==> src/rtl/idex_stage.sv <==
// idex_stage: ID/EX pipeline register for the 16-bit CPU.
//
// Captures the decoded operands and control from ID and presents them to EX
// and to the forwarding unit as idex_*. EX/MEM forwarding does not cover loads,
// so this block also detects load-use hazards against the instructions now in
// ID/EX and EX/MEM. On a hazard it freezes PC and IF/ID, inserts a bubble and
// counts the bubble in a saturating counter.
//
// Ports
//   clk, rst_n            : clock (rising edge), asynchronous active-low reset
//   id_*                  : decoded instruction presented by the ID stage
//   exmem_reg_write,
//   exmem_mem_to_reg,
//   exmem_rd              : control of the instruction in EX/MEM
//   hold                  : downstream freeze, register keeps its value
//   ex_flush              : redirect resolved in EX, load a bubble
//   cnt_clr               : synchronous clear of stall_cnt
//   idex_*                : registered ID/EX fields (all zero for a bubble)
//   stall_if_id           : combinational freeze request for PC and IF/ID
//   stall_cnt             : saturating count of load-use bubbles

module idex_stage (
  input  logic        clk,
  input  logic        rst_n,

  input  logic        id_valid,
  input  logic [3:0]  id_rs1,
  input  logic [3:0]  id_rs2,
  input  logic [3:0]  id_rd,
  input  logic        id_uses_rs1,
  input  logic        id_uses_rs2,
  input  logic        id_reg_write,
  input  logic        id_mem_to_reg,
  input  logic        id_mem_write,
  input  logic [3:0]  id_alu_op,
  input  logic [15:0] id_rs1_data,
  input  logic [15:0] id_rs2_data,
  input  logic [15:0] id_imm,
  input  logic [15:0] id_pc,

  input  logic        exmem_reg_write,
  input  logic        exmem_mem_to_reg,
  input  logic [3:0]  exmem_rd,

  input  logic        hold,
  input  logic        ex_flush,
  input  logic        cnt_clr,

  output logic        idex_valid,
  output logic        idex_reg_write,
  output logic        idex_mem_to_reg,
  output logic        idex_mem_write,
  output logic [3:0]  idex_rs1,
  output logic [3:0]  idex_rs2,
  output logic [3:0]  idex_rd,
  output logic [3:0]  idex_alu_op,
  output logic [15:0] idex_rs1_data,
  output logic [15:0] idex_rs2_data,
  output logic [15:0] idex_imm,
  output logic [15:0] idex_pc,

  output logic        stall_if_id,
  output logic [15:0] stall_cnt
);

  localparam int unsigned REG_W  = 4;
  localparam int unsigned ALU_W  = 4;
  localparam int unsigned DATA_W = 16;
  localparam int unsigned CNT_W  = 16;

  // Full ID/EX payload; an all-zero value is a bubble.
  typedef struct packed {
    logic              valid;
    logic              reg_write;
    logic              mem_to_reg;
    logic              mem_write;
    logic [REG_W-1:0]  rs1;
    logic [REG_W-1:0]  rs2;
    logic [REG_W-1:0]  rd;
    logic [ALU_W-1:0]  alu_op;
    logic [DATA_W-1:0] rs1_data;
    logic [DATA_W-1:0] rs2_data;
    logic [DATA_W-1:0] imm;
    logic [DATA_W-1:0] pc;
  } idex_t;

  idex_t            idex_q;
  idex_t            idex_d;
  idex_t            id_fields;
  logic [CNT_W-1:0] cnt_q;
  logic [CNT_W-1:0] cnt_d;

  logic ex_is_load;
  logic mem_is_load;
  logic ex_match;
  logic mem_match;
  logic lu;
  logic lu_bubble;

  // Gather the ID fields into one payload.
  always_comb begin
    id_fields            = '0;
    id_fields.valid      = 1'b1;
    id_fields.reg_write  = id_reg_write;
    id_fields.mem_to_reg = id_mem_to_reg;
    id_fields.mem_write  = id_mem_write;
    id_fields.rs1        = id_rs1;
    id_fields.rs2        = id_rs2;
    id_fields.rd         = id_rd;
    id_fields.alu_op     = id_alu_op;
    id_fields.rs1_data   = id_rs1_data;
    id_fields.rs2_data   = id_rs2_data;
    id_fields.imm        = id_imm;
    id_fields.pc         = id_pc;
  end

  // Load-use detection against the loads now in ID/EX and EX/MEM; r0 never hazards.
  always_comb begin
    ex_is_load  = idex_q.valid & idex_q.reg_write & idex_q.mem_to_reg &
                  (idex_q.rd != REG_W'(0));
    mem_is_load = exmem_reg_write & exmem_mem_to_reg & (exmem_rd != REG_W'(0));

    ex_match    = ex_is_load &
                  ((id_uses_rs1 & (id_rs1 == idex_q.rd)) |
                   (id_uses_rs2 & (id_rs2 == idex_q.rd)));
    mem_match   = mem_is_load &
                  ((id_uses_rs1 & (id_rs1 == exmem_rd)) |
                   (id_uses_rs2 & (id_rs2 == exmem_rd)));

    lu          = id_valid & (ex_match | mem_match);
    // Only a bubble actually caused by the hazard is counted.
    lu_bubble   = ~hold & ~ex_flush & lu;
  end

  // A flush replaces ID with a wrong-path instruction, so it must not be frozen.
  assign stall_if_id = hold | (lu & ~ex_flush);

  // Next payload: hold > flush > load-use > capture.
  always_comb begin
    idex_d = idex_q;
    if (!hold) begin
      if (ex_flush || lu || !id_valid) begin
        idex_d = '0;
      end else begin
        idex_d = id_fields;
      end
    end
  end

  // Saturating bubble counter; clear wins over increment.
  always_comb begin
    cnt_d = cnt_q;
    if (cnt_clr) begin
      cnt_d = '0;
    end else if (lu_bubble && (cnt_q != {CNT_W{1'b1}})) begin
      cnt_d = cnt_q + CNT_W'(1);
    end
  end

  // Pipeline register and counter.
  always_ff @(posedge clk or negedge rst_n) begin
    if (!rst_n) begin
      idex_q <= '0;
      cnt_q  <= '0;
    end else begin
      idex_q <= idex_d;
      cnt_q  <= cnt_d;
    end
  end

  assign idex_valid      = idex_q.valid;
  assign idex_reg_write  = idex_q.reg_write;
  assign idex_mem_to_reg = idex_q.mem_to_reg;
  assign idex_mem_write  = idex_q.mem_write;
  assign idex_rs1        = idex_q.rs1;
  assign idex_rs2        = idex_q.rs2;
  assign idex_rd         = idex_q.rd;
  assign idex_alu_op     = idex_q.alu_op;
  assign idex_rs1_data   = idex_q.rs1_data;
  assign idex_rs2_data   = idex_q.rs2_data;
  assign idex_imm        = idex_q.imm;
  assign idex_pc         = idex_q.pc;
  assign stall_cnt       = cnt_q;

endmodule

==> config.mk <==
export PLATFORM = sky130hd
export DESIGN_NAME = idex_stage
export DESIGN_NICKNAME = d
export VERILOG_FILES = /design/src/rtl/idex_stage.sv
export SDC_FILE = /design/constraint.sdc
export NUM_CORES = 1
export LEC_CHECK = 0
export BUFFER_PORTS_ARGS = -buffer_cell sky130_fd_sc_hd__buf_2
export CORE_MARGIN = 2
export CORE_UTILIZATION = 46
export CTS_CLUSTER_SIZE = 14
export DETAILED_ROUTE_END_ITERATION = 7
export PLACE_DENSITY = 0.83
export SLEW_MARGIN = 20
export SYNTH_ARGS = -nofsm -noshare
export SYNTH_HDL_FRONTEND = slang
export SYNTH_SLANG_ARGS = --single-unit
==> constraint.sdc <==
create_clock -name clk -period 2.4 [get_ports clk]
set_input_delay 0 -clock clk [delete_from_list [all_inputs] [get_ports clk]]
set_output_delay 0 -clock clk [all_outputs]
set_load 0.005 [all_outputs]
==> results.py <==
metrics = {
    "critical_path": {
        "arrival_ps": 2460,
        "critPathMaxFanout": 5,
        "critical_path_class": "reg2reg",
        "startpoint_type": "flip-flop",
        "cp-end-kind": "flip-flop",
        "required_ps": 2640,
    },
    "floorplanning": {
        "rows": 34,
        "coreArea_sq_um": 8680,
        "fp.dieW_um": 98.5,
        "initial_core_util_pct": 47.4,
        "die_height_um": 98.5,
        "die_area_sq_um": 9710,
        "io_pins": 198,
    },
    "yosys": {
        "seq_area_frac_synth_pct": 60.9,
        "synth_ff_type": "dfrtp_1",
        "syn_nets": 413,
        "synth_top_area_cell": "dfrtp_1",
        "syn_avg_cell_area_sq_um": 13.1,
        "synth_edf_count": 0,
        "yosys-top-cells-area": "dfrtp_1 (61%), a22o_1 (18%), xor2_1 (2.6%), nor2_1 (1.5%), clkbuf_1 (1.3%)",
        "yosysUniqueCellTypes": 38,
        "netlist_area_sq_um": 4110,
        "ys_ff_latch": 100,
        "synth_top_area_share_pct": 60.9,
        "synth_cells": 315,
        "async_reset_ff_share_pct": 100,
        "ys_warn_count": 0,
    },
    "route": {
        "ant_nets": 0,
        "drc": 0,
        "drt_iter0_markers": 132,
        "drt_pre_antenna_iters": 4,
        "wl_per_cell_um": 17.5,
        "vias": 3740,
        "wirelength_mm": 12.3,
        "drt-vias-per-instance": 5.31,
    },
    "final_layout": {
        "antennaDiodeCount": 0,
        "synthToLayoutAreaGrowth_pct": 52.3,
        "n_fill_cell": 602,
        "fin_nets": 689,
        "drive_above_1_share_pct": 40.9,
    },
    "clock_network": {
        "cts_made_buffers": 9,
        "path_clk_slew_ps": 90,
        "root_buffer": "clkbuf_8",
        "cts_tree": "built",
        "clock_latency_ps": 360,
        "cts_max_level": 3,
        "cts_setup_buffers": 0,
        "cts.sinks": 100,
        "ctsLongestPathBuffers": 2,
    },
    "sta": {
        "setup_viol": 0,
        "rsz0062_at_grt": "no",
        "period_minus_slack_ps": 2220,
        "relSlewSlack_pct": 39.7,
        "drv_slew": 0,
        "fin_worst_skew_ps": 14.5,
        "hold_viol": 0,
        "tns_ps": 0,
        "hold_ws_ps": 67.6,
        "finalCritPeriodShare_pct": 92.6,
        "worst_pin_slew_ps": 905,
        "max_freq_mhz": 450,
    },
    "power": {
        "ir_drop_uv": 311,
        "power_density_nw_per_um2": 544,
        "leakage_nw": 3.33,
    },
    "min_path": {
        "min_path_type": "in2reg",
    },
    "run": {
        "cap_violations": 0,
    },
    "placed_design": {
        "dp_hpwl_mm": 7.40,
        "gp_congestion": 0.861,
        "portBuffers": 197,
    },
    "grt": {
        "grt_pass1_wl_mm": 19.5,
        "grt_overflow": 0,
        "grt_pass1_vias": 3906,
        "antenna_found_initial": 0,
        "track_usage_pct": 24.8,
        "grt_max_degree": 86,
    },
    "status": {
        "status": "finished, final reports clean",
    },
}
[timing repair]
item	4_1_cts	5_1_grt
hold endpoints to repair	132	0
resized for setup	0	1
hold buffers	84	0
setup endpoints to repair	0	1
[placed cells by master (no fill, tap or decap), drive strengths merged]
| cell | synthesis | final |
|---|---|---|
| a2111oi | 1 | 1 |
| a211oi | 1 | 1 |
| a21bo | 3 | 3 |
| a21o | 1 | 1 |
| a21oi | 8 | 8 |
| a22o | 83 | 83 |
| a31o | 6 | 6 |
| a31oi | 1 | 1 |
| and3 | 5 | 5 |
| and4 | 2 | 2 |
| buf | 8 | 203 |
| bufinv | 0 | 1 |
| clkbuf | 14 | 9 |
| clkinv | 0 | 2 |
| clkinvlp | 0 | 1 |
| dfrtp | 100 | 100 |
| dlygate4sd3 | 0 | 84 |
| ha | 1 | 1 |
| inv | 3 | 6 |
| mux2 | 5 | 5 |
| mux2i | 1 | 1 |
| nand2 | 7 | 7 |
| nand2b | 3 | 3 |
| nand3 | 5 | 5 |
| nand3b | 4 | 4 |
| nand4 | 4 | 4 |
| nor2 | 16 | 16 |
| nor2b | 6 | 6 |
| nor4 | 6 | 6 |
| o21ai | 2 | 2 |
| o21ba | 1 | 1 |
| xnor2 | 6 | 6 |
| xor2 | 12 | 12 |
[cells in the mapped netlist (4+ instances only)]
cell	n
clkbuf_1	14
xnor2_1	6
nand2_1	7
nand3b_1	4
xor2_1	12
dfrtp_1	100
nor2b_1	6
a31o_2	5
a21oi_1	7
nor2_1	16
a22o_1	83
nand4_1	4
nor4_1	5
buf_2	7
nand3_1	5
[report_power, final]
| part | switching, mW | internal [mW] | total, mW |
|---|---|---|---|
| sequential | 0.0519 | 1.76 | 1.82 |
| combinational | 0.223 | 0.287 | 0.510 |
| clock | 0.589 | 0.490 | 1.08 |
[cells by family after synthesis]
logic type | Yosys count | share of synthesized area [%]
buffers and inverters | 25 | 2.59
xor gates and xnor gates | 18 | 3.83
adders and majority gates | 1 | 0.304
DFF | 100 | 60.9
and+or+nand+nor | 58 | 8.06
AOI/OAI and AO/OA | 107 | 22.7
muxes | 6 | 1.61
[routing by layer]
metal	vias to the layer above	global-route usage (%)	share of wire [%]
li1	1735	-	-
met1	1839	31.6	41
met2	142	43.1	51
met3	24	4.26	5.5
met4	0	8.32	2.1
met5	-	0	0
[worst max-delay path, stage by stage, from the launching register on]
cell and delay, ps:
dfrtp_1 450, xor2_1 200, nor4_2 330, o21ai_2 160, a2111oi_4 430, and3_2 230
mux2_1 310
[stage by stage]
stage / util (%) / area, sq um / cells / setup slack [ps] / power [mW]
floorplan: - / 4110 / 315 / 225 / 2.00
global placement: 60.1 / 5220 / 604 / 230 / 2.22
finish: 72.2 / 6260 / 704 / 177 / 3.40
detailed placement: 60.1 / 5220 / 604 / 132 / 2.24
CTS: 72.1 / 6260 / 704 / 108 / 3.43
global route: 72.2 / 6260 / 704 / 45.3 / 3.55
[worst paths after layout]
path	start	to	slack, ps	cells after the start
setup reg to reg	idex_rd[1]	stall_cnt[12]	180	6
hold / removal	cnt_clr	stall_cnt[1]	70	2
max in group asynchronous	rst_n	idex_rd[0]	1490	3
setup / recovery	idex_rd[1]	stall_cnt[12]	180	6
min in group asynchronous	rst_n	idex_rs2_data[3]	210	2
hold reg to reg	idex_rs2_data[11]	idex_rs2_data[11]	510	1
[cell type report]
class	count	area [sq um]	share of cell area (%)
flip-flops and latches	100	2500	40.0
repair buffers	287	1900	30.3
multi-input cells	190	1520	24.2
well taps	108	135	2.16
clock buffers	9	124	1.98
clock inverters	7	73.8	1.18
inverters	3	11.3	0.180
No activity file was read; power rests on OpenSTA's default activity.
